<file path="config.mk">
export PLATFORM = sky130hd
export DESIGN_NAME = io_seg7_scan
export DESIGN_NICKNAME = d
export VERILOG_FILES = /design/src/rtl/io_seg7_pkg.sv /design/src/rtl/io_seg7_prescale.sv /design/src/rtl/io_seg7_scan.sv
export SDC_FILE = /design/constraint.sdc
export NUM_CORES = 1
export LEC_CHECK = 0
export CAP_MARGIN = 20
export CELL_PAD_IN_SITES_DETAIL_PLACEMENT = 0
export CELL_PAD_IN_SITES_GLOBAL_PLACEMENT = 2
export CORE_MARGIN = 5
export CORE_UTILIZATION = 32
export CTS_BUF_LIST = sky130_fd_sc_hd__clkbuf_16
export CTS_CLUSTER_SIZE = 24
export DETAILED_ROUTE_END_ITERATION = 10
export HOLD_SLACK_MARGIN = 0.06
export PLACE_DENSITY_LB_ADDON = 0.1
export SKIP_LAST_GASP = 1
export SLEW_MARGIN = 40
export SYNTH_ARGS = -nofsm -noshare
export SYNTH_HDL_FRONTEND = slang
export SYNTH_SLANG_ARGS = --single-unit
</file>
<file path="constraint.sdc">
create_clock -name clk -period 2.1 [get_ports clk]
set_input_delay 0.315 -clock clk [delete_from_list [all_inputs] [get_ports clk]]
set_output_delay 0.315 -clock clk [all_outputs]
set_load 0.005 [all_outputs]
</file>
<file path="src/rtl/io_seg7_pkg.sv">
// rtl/io_seg7_pkg.sv - shared types, defaults and width helpers for the seven-segment scanner
package io_seg7_pkg;

  typedef enum logic {
    ST_DEAD = 1'b0,
    ST_SHOW = 1'b1
  } scan_state_e;

  localparam int DIGITS_DEF  = 4;
  localparam int CLK_DIV_DEF = 50000;
  localparam int DEAD_DEF    = 500;
  localparam int MAX_DIGITS  = 8;

  localparam logic [MAX_DIGITS-1:0] AN_ALL_OFF = '1;

  function automatic int cnt_width(input int div);
    return (div < 2) ? 1 : $clog2(div);
  endfunction

  function automatic int idx_width(input int digits);
    return (digits < 2) ? 1 : $clog2(digits);
  endfunction

endpackage

</file>
<file path="src/rtl/io_seg7_prescale.sv">
// rtl/io_seg7_prescale.sv - free-running slot divider with wrap and dead-end pulses
module io_seg7_prescale
  import io_seg7_pkg::*;
#(
  parameter int CLK_DIV = CLK_DIV_DEF,
  parameter int DEAD    = DEAD_DEF
) (
  input  logic clk,
  input  logic reset,
  output logic wrap,
  output logic dead_end
);

  localparam int CNT_W = cnt_width(CLK_DIV);

  logic [CNT_W-1:0] cnt;

  assign wrap     = (cnt == CNT_W'(CLK_DIV - 1));
  assign dead_end = (cnt == CNT_W'(DEAD - 1));

  always_ff @(posedge clk) begin
    if (reset) begin
      cnt <= '0;
    end else if (wrap) begin
      cnt <= '0;
    end else begin
      cnt <= cnt + CNT_W'(1);
    end
  end

endmodule

</file>
<file path="src/rtl/io_seg7_scan.sv">
// rtl/io_seg7_scan.sv - multiplexed common-anode digit scanner with shadow/display buffering
// Optional leading-zero blanking when SEG7_SCAN_LZB_EN is defined.
module io_seg7_scan
  import io_seg7_pkg::*;
#(
  parameter int DIGITS  = DIGITS_DEF,
  parameter int CLK_DIV = CLK_DIV_DEF,
  parameter int DEAD    = DEAD_DEF
) (
  input  logic                  clk,
  input  logic                  reset,
  input  logic [4*DIGITS-1:0]   val_in,
  input  logic                  val_load,
  input  logic [DIGITS-1:0]     dp_in,
  input  logic                  blank,
  output logic [3:0]            digit_nib,
  output logic [DIGITS-1:0]     digit_an,
  output logic                  digit_dp,
  output logic                  frame_start
);

  localparam int IDX_W = idx_width(DIGITS);
  localparam int VAL_W = 4 * DIGITS;

  logic [VAL_W-1:0]  shadow_val, disp_val, disp_val_next;
  logic [DIGITS-1:0] shadow_dp, disp_dp, disp_dp_next;
  logic [IDX_W-1:0]  idx, idx_next;
  scan_state_e       state, state_next;
  logic              wrap, dead_end, hide;
  logic [DIGITS-1:0] an_next;

  io_seg7_prescale #(
    .CLK_DIV (CLK_DIV),
    .DEAD    (DEAD)
  ) u_prescale (
    .clk      (clk),
    .reset    (reset),
    .wrap     (wrap),
    .dead_end (dead_end)
  );

  always_ff @(posedge clk) begin
    if (reset) begin
      shadow_val <= '0;
      shadow_dp  <= '0;
    end else if (val_load) begin
      shadow_val <= val_in;
      shadow_dp  <= dp_in;
    end
  end

  // The display copy uses the pre-load shadow, so a load on the boundary lands one frame later.
  always_comb begin
    state_next    = state;
    idx_next      = idx;
    disp_val_next = disp_val;
    disp_dp_next  = disp_dp;
    if (wrap) begin
      state_next = ST_DEAD;
      idx_next   = (idx == IDX_W'(DIGITS - 1)) ? '0 : idx + IDX_W'(1);
      if (idx_next == '0) begin
        disp_val_next = shadow_val;
        disp_dp_next  = shadow_dp;
      end
    end else if (state == ST_DEAD && dead_end) begin
      state_next = ST_SHOW;
    end
  end

  always_ff @(posedge clk) begin
    if (reset) begin
      state    <= ST_DEAD;
      idx      <= '0;
      disp_val <= '0;
      disp_dp  <= '0;
    end else begin
      state    <= state_next;
      idx      <= idx_next;
      disp_val <= disp_val_next;
      disp_dp  <= disp_dp_next;
    end
  end

`ifdef SEG7_SCAN_LZB_EN
  always_comb begin
    hide = (idx != '0) && !disp_dp[idx] && ((disp_val >> {idx, 2'b00}) == '0);
  end
`else
  assign hide = 1'b0;
`endif

  always_comb begin
    an_next = '1;
    if (state_next == ST_SHOW && !blank && !hide) begin
      an_next = ~(DIGITS'(1) << idx);
    end
  end

  always_ff @(posedge clk) begin
    if (reset) begin
      digit_an    <= AN_ALL_OFF[DIGITS-1:0];
      digit_nib   <= 4'h0;
      digit_dp    <= 1'b1;
      frame_start <= 1'b0;
    end else begin
      digit_an    <= an_next;
      frame_start <= wrap && (idx_next == '0);
      if (wrap) begin
        digit_nib <= disp_val_next[{idx_next, 2'b00} +: 4];
        digit_dp  <= ~disp_dp_next[idx_next];
      end
    end
  end

endmodule

</file>
==> run summary, run 1 <==
Gate Count Post-Synth: 281
Slew headroom: 67.3%
Place WS: 223 ps
Tot Pwr: 2.85 mW
Worst-path clk slew: 60 ps
post-synth top area cell: dfxtp_1
vias in the first global route: 2086
Yosys cell types: 38
num rows: 35
DRT antenna net count: 0
fin nets: 345
Worst Path Max Fanout: 8
clock sinks: 69
P per Cell Area: 777 nW/µm²
final std cells w/o fill: 432
Clock power frac: 47.6%
Synth area leaders: dfxtp_1 (46%), mux2i_1 (15%), nor2_1 (7.1%)
CTS root buf: clkbuf_16
prevailing post-synth register cell: dfxtp_1
Inserted Clock Buffers: 9
setup TNS: 0 ps
final hold vios: 0
register area share after synthesis: 46.4%
Final Critical Period: 1880 ps
post-cts resize count: 0
crit path DAT: 2090 ps
CTS Hold Bufs: 0
setup bufs post-CTS: 0
DP HPWL: 4360 µm
Final WS setup: 218 ps
final hold slack: 428 ps
Max Buffers Root-to-Sink: 2
chip height: 106 µm
Synth top area share: 46.4%
layout cell share with drive strength beyond 1: 15.6%
largest net degree at the start of global routing: 27
number of synthesized flops with an enable pin: 0
Die Footprint: 11300 µm²
number of port buffers: 33
YS warnings: 0
leakage power: 1.52 nW
logic gate share of total power: 4.6%
1st-iter DRT viols: 57
max cap viols: 0
CTS H-tree lvls: 3
clk_lat worst skew: 330 ps
initial antenna violation count: 0
Mapped Nets: 310
core area: 9150 µm²
Final Cycle Share: 89.6%
Sw Ratio: 22.8%
final setup skew: 5.96 ps
Final Setup Violations: 0
Critical Path End Type: flip-flop
Peak VDD IR: 363 µV
Placed Cells incl. Taps: 416
Area Growth Syn to Fin: 23.2%
#FFs+latches synth: 69
Global Route Usage Sum: 12.1%
Post-Route WL: 6370 µm
Psw: 649 µW
DR vias: 2079
# IOs: 34
RSZ-0062 raised after global routing: no
worst min path class: in -> reg
Max Slew Vio Count: 0
synthesized area per cell: 10.6 µm²
GRT Residual Overflow: 0
Int Pwr: 2.20 mW
Initial Util: 32.5%
DRC: 0
ANT cells: 0
Die X: 106 µm
ys async rst share: 0%
first-pass GRT wire length: 10700 µm
most common cell after layout, fill and taps aside: dfxtp_1
Pre-antenna DRT Iters: 4
synthesized area: 2980 µm²
vias per cell: 4.81
fmax: 0.531 GHz
status: finished clean
routability cong.: 0.692
CP Data Required Time: 2300 ps
CTS tree: done
WL/cell: 14.7 µm
worst slew pin tran: 491 ps
CP Launch Type: flip-flop
sequential share of power: 47.7%
most frequent cells in the layout: dfxtp_1 (69), nor2_1 (56), mux2i_1 (44), clkdlybuf4s50_1 (32)
WS Path Type: reg -> reg
kinds of logic after synthesis:
| family | Yosys count | synth area share (%) |
|---|---|---|
| flops | 69 | 46.4 |
| fa+ha+maj | 5 | 2.10 |
| simple gates | 108 | 20.4 |
| xor+xnor | 14 | 4.12 |
| compound gates | 8 | 1.72 |
| buf+inv | 21 | 4.33 |
| mux | 56 | 20.9 |
final cells by class:
class                           instances  area (µm²)
Fill cell                             901        5490
Multi-Input combinational cell        191        1470
Sequential cell                        69        1380
Timing Repair Buffer                   41         398
Clock buffer                            9         225
Tap cell                              111         139
Clock inverter                          7        42.5
Inverter                                4        15.0
power by group through the flow:
stage / sequential, mW / combinational (mW) / clock, mW
finish: 1.36 / 0.132 / 1.36
floorplan: 1.38 / 0.0847 / 0
global placement: 1.39 / 0.134 / 0
CTS: 1.36 / 0.136 / 1.40
global route: 1.36 / 0.148 / 1.45
detailed placement: 1.39 / 0.135 / 0
stage by stage:
stage | cell area, µm² | utilization (%)
finish | 3670 | 40.1
global route | 3670 | 40.1
CTS | 3670 | 40.1
detailed placement | 3400 | 37.1
global placement | 3400 | 37.1
floorplan | 2980 | -
registers in the layout (all words and copies together), names as in the netlist:
register / cells
digit_an: 4
digit_dp: 1
digit_nib: 4
disp_dp: 4
disp_val: 16
frame_start: 1
idx: 2
shadow_dp: 4
shadow_val: 16
state: 1
u_prescale.cnt: 16
cells in the mapped netlist, drive strengths merged, types with 2 or more instances:
cell,instances
dfxtp,69
nor2,66
mux2i,44
buf,10
mux2,8
nand4,8
clkbuf,7
xnor2,7
xor2,7
ha,5
nand3,5
nor3,5
nor4,5
and4,4
inv,4
mux4,4
nand4b,4
and2,3
nand2,3
a21oi,2
o21ai,2
worst max-delay path: stages (launching register included):
cell and delay, ps:
dfxtp_1 420, inv_1 90, ha_1 550, mux4_2 560, nor2_1 100, nor3_1 50
metal layers:
layer / track usage (%) / part of all wire (%) / wire (µm) / vias to the layer above
li1: - / - / - / 1052
met1: 15.9 / 49 / 3140 / 985
met2: 18.4 / 45 / 2850 / 34
met3: 4.55 / 4.6 / 292 / 8
met4: 3.65 / 1.2 / 78 / 0
met5: 0 / 0 / 0 / -
final timing paths:
kind / depth (start not counted) / slack [ps] / start / endpoint
worst max register to register: 5 / 220 / idx[0]$_SDFF_PP0_ / digit_nib[3]$_SDFFE_PP0N_
worst min-delay path: 2 / 430 / reset / shadow_val[13]$_SDFFE_PP0P_
worst max-delay path: 5 / 220 / idx[0]$_SDFF_PP0_ / digit_nib[3]$_SDFFE_PP0N_
worst min register to register: 2 / 490 / shadow_val[6]$_SDFFE_PP0P_ / shadow_val[6]$_SDFFE_PP0P_
Note: power is estimated with default switching activity, not from simulation.
==> inputs of run 2 (changes only) <==
--- a/config.mk
+++ b/config.mk
@@ -14,7 +14,7 @@
 export CTS_CLUSTER_SIZE = 24
 export DETAILED_ROUTE_END_ITERATION = 10
 export HOLD_SLACK_MARGIN = 0.06
-export PLACE_DENSITY_LB_ADDON = 0.1
+export PLACE_DENSITY = 0.86
 export SKIP_LAST_GASP = 1
 export SLEW_MARGIN = 40
 export SYNTH_ARGS = -nofsm -noshare
==> run summary, run 2 (synthesized netlist as in run 1, its figures left out) <==
status: finished clean
Placed Cells incl. Taps: 416 (unchanged)
Pre-antenna DRT Iters: 4 (unchanged)
worst flop-to-flop path endpoint: digit_an[2]$_SDFF_PP1_
chip height: 106 µm (unchanged)
number of port buffers: 33 (unchanged)
CTS H-tree lvls: 3 (unchanged)
fmax: 0.541 GHz (+1.9%)
leakage power: 1.54 nW (+1.2%)
R2R Setup Slk: 250 ps (+30 ps)
Global Route Usage Sum: 10.9% (-1.2 points)
Worst Hold Launch: reset
largest registers: disp_val (16), shadow_val (16), u_prescale.cnt (16)
1st-iter DRT viols: 75 (+32%)
CP Data Required Time: 2280 ps (-20 ps)
Max Slew Vio Count: 0 (unchanged)
Critical Path End Type: flip-flop
Clock power frac: 49.3% (+1.7 points)
Inserted Clock Buffers: 9 (unchanged)
vias per cell: 4.73 (-1.7%)
Setup crit start: u_prescale.cnt[0]$_SDFF_PP0_
clk_lat worst skew: 330 ps (about the same)
Place WS: 249 ps (+25.5 ps)
layout cell share with drive strength beyond 1: 15.3% (-0.31 points)
Psw: 619 µW (-4.6%)
Max Buffers Root-to-Sink: 2 (unchanged)
final setup skew: 5.82 ps (-0.140 ps)
Slew headroom: 71.4% (+4.2 points)
clock sinks: 69 (unchanged)
Final WS setup: 252 ps (+34.9 ps)
Final Critical Period: 1850 ps (-34.9 ps)
Int Pwr: 2.32 mW (+5.6%)
Final Cycle Share: 88.0% (-1.7 points)
most common cell after layout, fill and taps aside: dfxtp_1
post-cts resize count: 0 (unchanged)
fin nets: 345 (unchanged)
Die Footprint: 11300 µm² (unchanged)
worst slew pin tran: 425 ps (-65.9 ps)
Die X: 106 µm (unchanged)
Hold Path Sink: disp_val[9]$_SDFF_PP0_
final hold vios: 0 (unchanged)
Initial Util: 32.5% (unchanged)
Post-Route WL: 5620 µm (-12%)
Peak VDD IR: 504 µV (+39%)
setup TNS: 0 ps (unchanged)
DRC: 0 (unchanged)
routability cong.: 0.722 (+4.3%)
DRT antenna net count: 0 (unchanged)
Final Setup Violations: 0 (unchanged)
sequential share of power: 46.2% (-1.5 points)
# IOs: 34 (unchanged)
CP Launch Type: flip-flop
most frequent cells in the layout: dfxtp_1 (69), nor2_1 (56), mux2i_1 (44), clkdlybuf4s50_1 (32)
crit path DAT: 2030 ps (-60 ps)
Worst-path clk slew: 60 ps (about the same)
WL/cell: 13.0 µm (-12%)
vias in the first global route: 1981 (-5.0%)
num rows: 35 (unchanged)
DP HPWL: 4020 µm (-7.9%)
worst hold stages: 3 (+1)
ANT cells: 0 (unchanged)
core area: 9150 µm² (unchanged)
P per Cell Area: 797 nW/µm² (+2.6%)
worst min path class: in -> reg
Sw Ratio: 21.0% (-1.7 points)
Area Growth Syn to Fin: 24.1%
RSZ-0062 raised after global routing: no
setup bufs post-CTS: 0 (unchanged)
Tot Pwr: 2.94 mW (+3.3%)
final std cells w/o fill: 432 (unchanged)
Worst Path Max Fanout: 5 (-3)
Worst R2R Path Depth: 5 (unchanged)
logic gate share of total power: 4.5% (about the same)
first-pass GRT wire length: 9680 µm (-9.7%)
CTS tree: done
CTS root buf: clkbuf_16
max cap viols: 0 (unchanged)
R2R Path Start: u_prescale.cnt[0]$_SDFF_PP0_
GRT Residual Overflow: 0 (unchanged)
WS Path Type: reg -> reg
initial antenna violation count: 0 (unchanged)
CTS Hold Bufs: 0 (unchanged)
DR vias: 2043 (-1.7%)
largest net degree at the start of global routing: 27 (unchanged)
run 2: cell count changes in the layout (fill, tap and decap cells not counted), sizes merged:
cell / delta
clkinvlp: -1
buf: -1
inv: +1
clkinv: -1
bufinv: +1
clkbuf: +1
run 2: area by class of cell:
cell class / instances / area [µm²]
Fill cell: 887 / 5460
Timing Repair Buffer: 41 / 398
Inverter: 4 / 15.0
Sequential cell: 69 / 1380
Clock buffer: 9 / 225
Tap cell: 111 / 139
Clock inverter: 7 / 67.6
Multi-Input combinational cell: 191 / 1470
run 2: how the worst max path moves through the flow:
| stage | endpoint | slack, ps | depth (start not counted) |
|---|---|---|---|
| final | digit_an[2]$_SDFF_PP1_ | 250 | 5 |
| after global routing | digit_an[0]$_SDFF_PP1_ | 120 | 5 |
| after CTS | digit_an[0]$_SDFF_PP1_ | 240 | 5 |
| after detailed placement | digit_an[0]$_SDFF_PP1_ | 250 | 5 |
| after global placement | digit_an[2]$_SDFF_PP1_ | 280 | 5 |
| after floorplan | digit_nib[0]$_SDFFE_PP0N_ | 6 | 7 |
run 2: worst max-delay path: stages (launching register included):
cell and delay (ps):
dfxtp_1 400, ha_1 290, or4b_1 460, nor3_1 140
a41o_1 280, nand4b_1 130
run 2: power by group through the flow:
stage	registers, mW	clock network (mW)	logic, mW
floorplan	1.38	0	0.0847
global placement	1.39	0	0.132
detailed placement	1.39	0	0.134
CTS	1.36	1.49	0.135
global route	1.36	1.55	0.148
finish	1.36	1.45	0.132
run 2: through the flow:
stage	instance area (µm²)	util [%]	hold slack [ps]
floorplan	2980	-	425
global placement	3400	37.1	469
detailed placement	3400	37.1	473
CTS	3690	40.3	454
global route	3690	40.3	480
finish	3690	40.3	462
run 2: routing by layer:
metal,GRT usage (%),vias up,routed length [µm]
met2,16.0,29,2510
met3,3.89,9,210
li1,-,1054,-
met5,0,-,0
met4,4.66,0,90
met1,14.4,951,2800
==> inputs of run 3 (changes only) <==
--- a/config.mk
+++ b/config.mk
@@ -8,7 +8,7 @@
 export CAP_MARGIN = 20
 export CELL_PAD_IN_SITES_DETAIL_PLACEMENT = 0
 export CELL_PAD_IN_SITES_GLOBAL_PLACEMENT = 2
-export CORE_MARGIN = 5
+export CORE_MARGIN = 1.5
 export CORE_UTILIZATION = 32
 export CTS_BUF_LIST = sky130_fd_sc_hd__clkbuf_16
 export CTS_CLUSTER_SIZE = 24
==> constraint.sdc (replaced) <==
create_clock -name clk -period 2.1 [get_ports clk]
set_input_delay 0.315 -clock clk [delete_from_list [all_inputs] [get_ports clk]]
set_output_delay 0.315 -clock clk [all_outputs]
set_load 0.1 [all_outputs]
==> run summary, run 3 (synthesized netlist as in run 1, its figures left out) <==
Post-Route WL: 5570 µm (-0.80%)
layout cell share with drive strength beyond 1: 18.4% (+3.2 points)
vias per cell: 4.65 (-1.7%)
chip height: 99.4 µm (-6.6%)
FILL cells: 900 (+1.5%)
setup TNS: 0 ps (unchanged)
Worst R2R Path Depth: 5 (unchanged)
Worst-path clk slew: 60 ps (about the same)
Worst Path Max Fanout: 5 (unchanged)
largest net degree at the start of global routing: 26 (-3.7%)
DRC: 0 (unchanged)
worst min path class: in -> reg
Slew headroom: 72.4% (+0.96 points)
leakage power: 1.55 nW (+0.77%)
Sequential Area: 1380 µm² (unchanged)
status: finished clean
fmax: 0.548 GHz (+1.2%)
crit path DAT: 2000 ps (-30 ps)
Global Route Usage Sum: 12.4% (+1.5 points)
Area Growth Syn to Fin: 23.3%
# IOs: 34 (unchanged)
ANT cells: 0 (unchanged)
CTS root buf: clkbuf_16
final hold slack: 278 ps (-183 ps)
setup bufs post-CTS: 0 (unchanged)
CTS H-tree lvls: 3 (unchanged)
Clock power frac: 48.6% (-0.7 points)
clk_lat worst skew: 320 ps (about the same)
Int Pwr: 2.31 mW (-0.45%)
Die Footprint: 9890 µm² (-13%)
final hold vios: 0 (unchanged)
WS Path Type: reg -> reg
Initial Util: 32.7% (+0.16 points)
first-pass GRT wire length: 9720 µm (+0.36%)
CP Launch Type: flip-flop
most frequent cells in the layout: dfxtp_1 (69), nor2_1 (56), mux2i_1 (44), clkdlybuf4s50_1 (22), buf_4 (16)
most common cell after layout, fill and taps aside: dfxtp_1
max cap viols: 0 (unchanged)
CP Data Required Time: 2270 ps (about the same)
worst hold stages: 2 (-1)
Inserted Clock Buffers: 9 (unchanged)
Max Buffers Root-to-Sink: 2 (unchanged)
multi-input logic area: 1470 µm² (unchanged)
RSZ-0062 raised after global routing: no
initial antenna violation count: 0 (unchanged)
number of port buffers: 33 (unchanged)
Die X: 99.4 µm (-6.6%)
WL/cell: 12.9 µm (-0.57%)
post-cts resize count: 0 (unchanged)
1st-iter DRT viols: 85 (+13%)
Final Critical Period: 1830 ps (-21.2 ps)
Max Slew Vio Count: 0 (unchanged)
worst slew pin tran: 411 ps (-14.3 ps)
fin nets: 345 (unchanged)
Sw Ratio: 20.4% (-0.63 points)
critical path depth: 5 (unchanged)
num rows: 35 (unchanged)
Pre-antenna DRT Iters: 4 (unchanged)
final setup skew: 6.02 ps (+0.206 ps)
Peak VDD IR: 412 µV (-18%)
critical path cell sequence: ha_1, or4b_1, nor3_1, a41o_1, nand4b_1
core area: 9110 µm² (-0.48%)
Final Cycle Share: 87.0% (-1.0 points)
CP peak stage delay: 460 ps (about the same)
CTS tree: done
Final Setup Violations: 0 (unchanged)
slowest CP cell: or4b_1
Critical path buffers and inverters: 0 (unchanged)
P per Cell Area: 793 nW/µm² (-0.59%)
DR vias: 2004 (-1.9%)
vias in the first global route: 2022 (+2.1%)
Psw: 593 µW (-4.2%)
routability cong.: 0.769 (+6.5%)
logic gate share of total power: 4.6% (about the same)
GRT Residual Overflow: 0 (unchanged)
DRT antenna net count: 0 (unchanged)
largest registers: disp_val (16), shadow_val (16), u_prescale.cnt (16)
clock sinks: 69 (unchanged)
Critical Path End Type: flip-flop
DP HPWL: 4000 µm (-0.38%)
sequential share of power: 46.8% (+0.6 points)
crit-path leading delay family: simple AND/OR/NAND/NOR gates
CTS Hold Bufs: 0 (unchanged)
-- run 3: cell types whose count changed in the layout (fill, tap and decap cells not counted) --
| cell | previous run | this run |
|---|---|---|
| clkbuf_2 | 1 | 0 |
| clkinv_4 | 2 | 0 |
| buf_4 | 7 | 16 |
| buf_2 | 0 | 1 |
| clkdlybuf4s50_1 | 32 | 22 |
| clkinv_2 | 1 | 3 |
| buf_12 | 1 | 2 |
| clkinv_1 | 1 | 0 |
-- run 3: path summary, 6_finish.rpt --
kind,from,to,slack [ps]
min,reset,idx[0]$_SDFF_PP0_,280
max,u_prescale.cnt[0]$_SDFF_PP0_,digit_an[2]$_SDFF_PP1_,270
min reg2reg,digit_dp$_SDFFE_PP1N_,digit_dp$_SDFFE_PP1N_,480
max reg2reg,u_prescale.cnt[0]$_SDFF_PP0_,digit_an[2]$_SDFF_PP1_,270
-- run 3: stage by stage --
step	cell area (µm²)	total power [mW]	worst slack, ps	cells	utilization [%]
floorplan	2980	1.46	5.51	281	-
global placement	3390	1.52	315	416	37.2
detailed placement	3390	1.52	263	416	37.2
CTS	3670	2.96	258	431	40.3
global route	3670	3.03	17.2	431	40.3
finish	3670	2.91	274	431	40.3
-- run 3: final cells by class --
| class | count | area share (%) |
|---|---|---|
| Tap cell | 111 | 3.79 |
| Clock buffer | 9 | 6.14 |
| Sequential cell | 69 | 37.7 |
| Timing Repair Buffer | 41 | 10.5 |
| Multi-Input combinational cell | 191 | 40.0 |
| Inverter | 4 | 0.409 |
| Clock inverter | 6 | 1.54 |
-- run 3: per-layer routing --
| metal | wire length [µm] | part of all wire (%) | global-route usage (%) |
|---|---|---|---|
| met5 | 0 | 0 | 0 |
| met4 | 25 | 0.45 | 4.88 |
| met3 | 132 | 2.4 | 3.37 |
| met2 | 2570 | 46 | 19.3 |
| met1 | 2840 | 51 | 16.3 |
-- run 3: power by group through the flow --
| stage | sequential [mW] | clock (mW) | combinational [mW] |
|---|---|---|---|
| 6_report | 1.36 | 1.41 | 0.133 |
| 3_5_place_dp | 1.39 | 0 | 0.135 |
| 2_1_floorplan | 1.38 | 0 | 0.0847 |
| 4_1_cts | 1.36 | 1.46 | 0.135 |
| 5_1_grt | 1.36 | 1.52 | 0.146 |
| 3_3_place_gp | 1.39 | 0 | 0.133 |
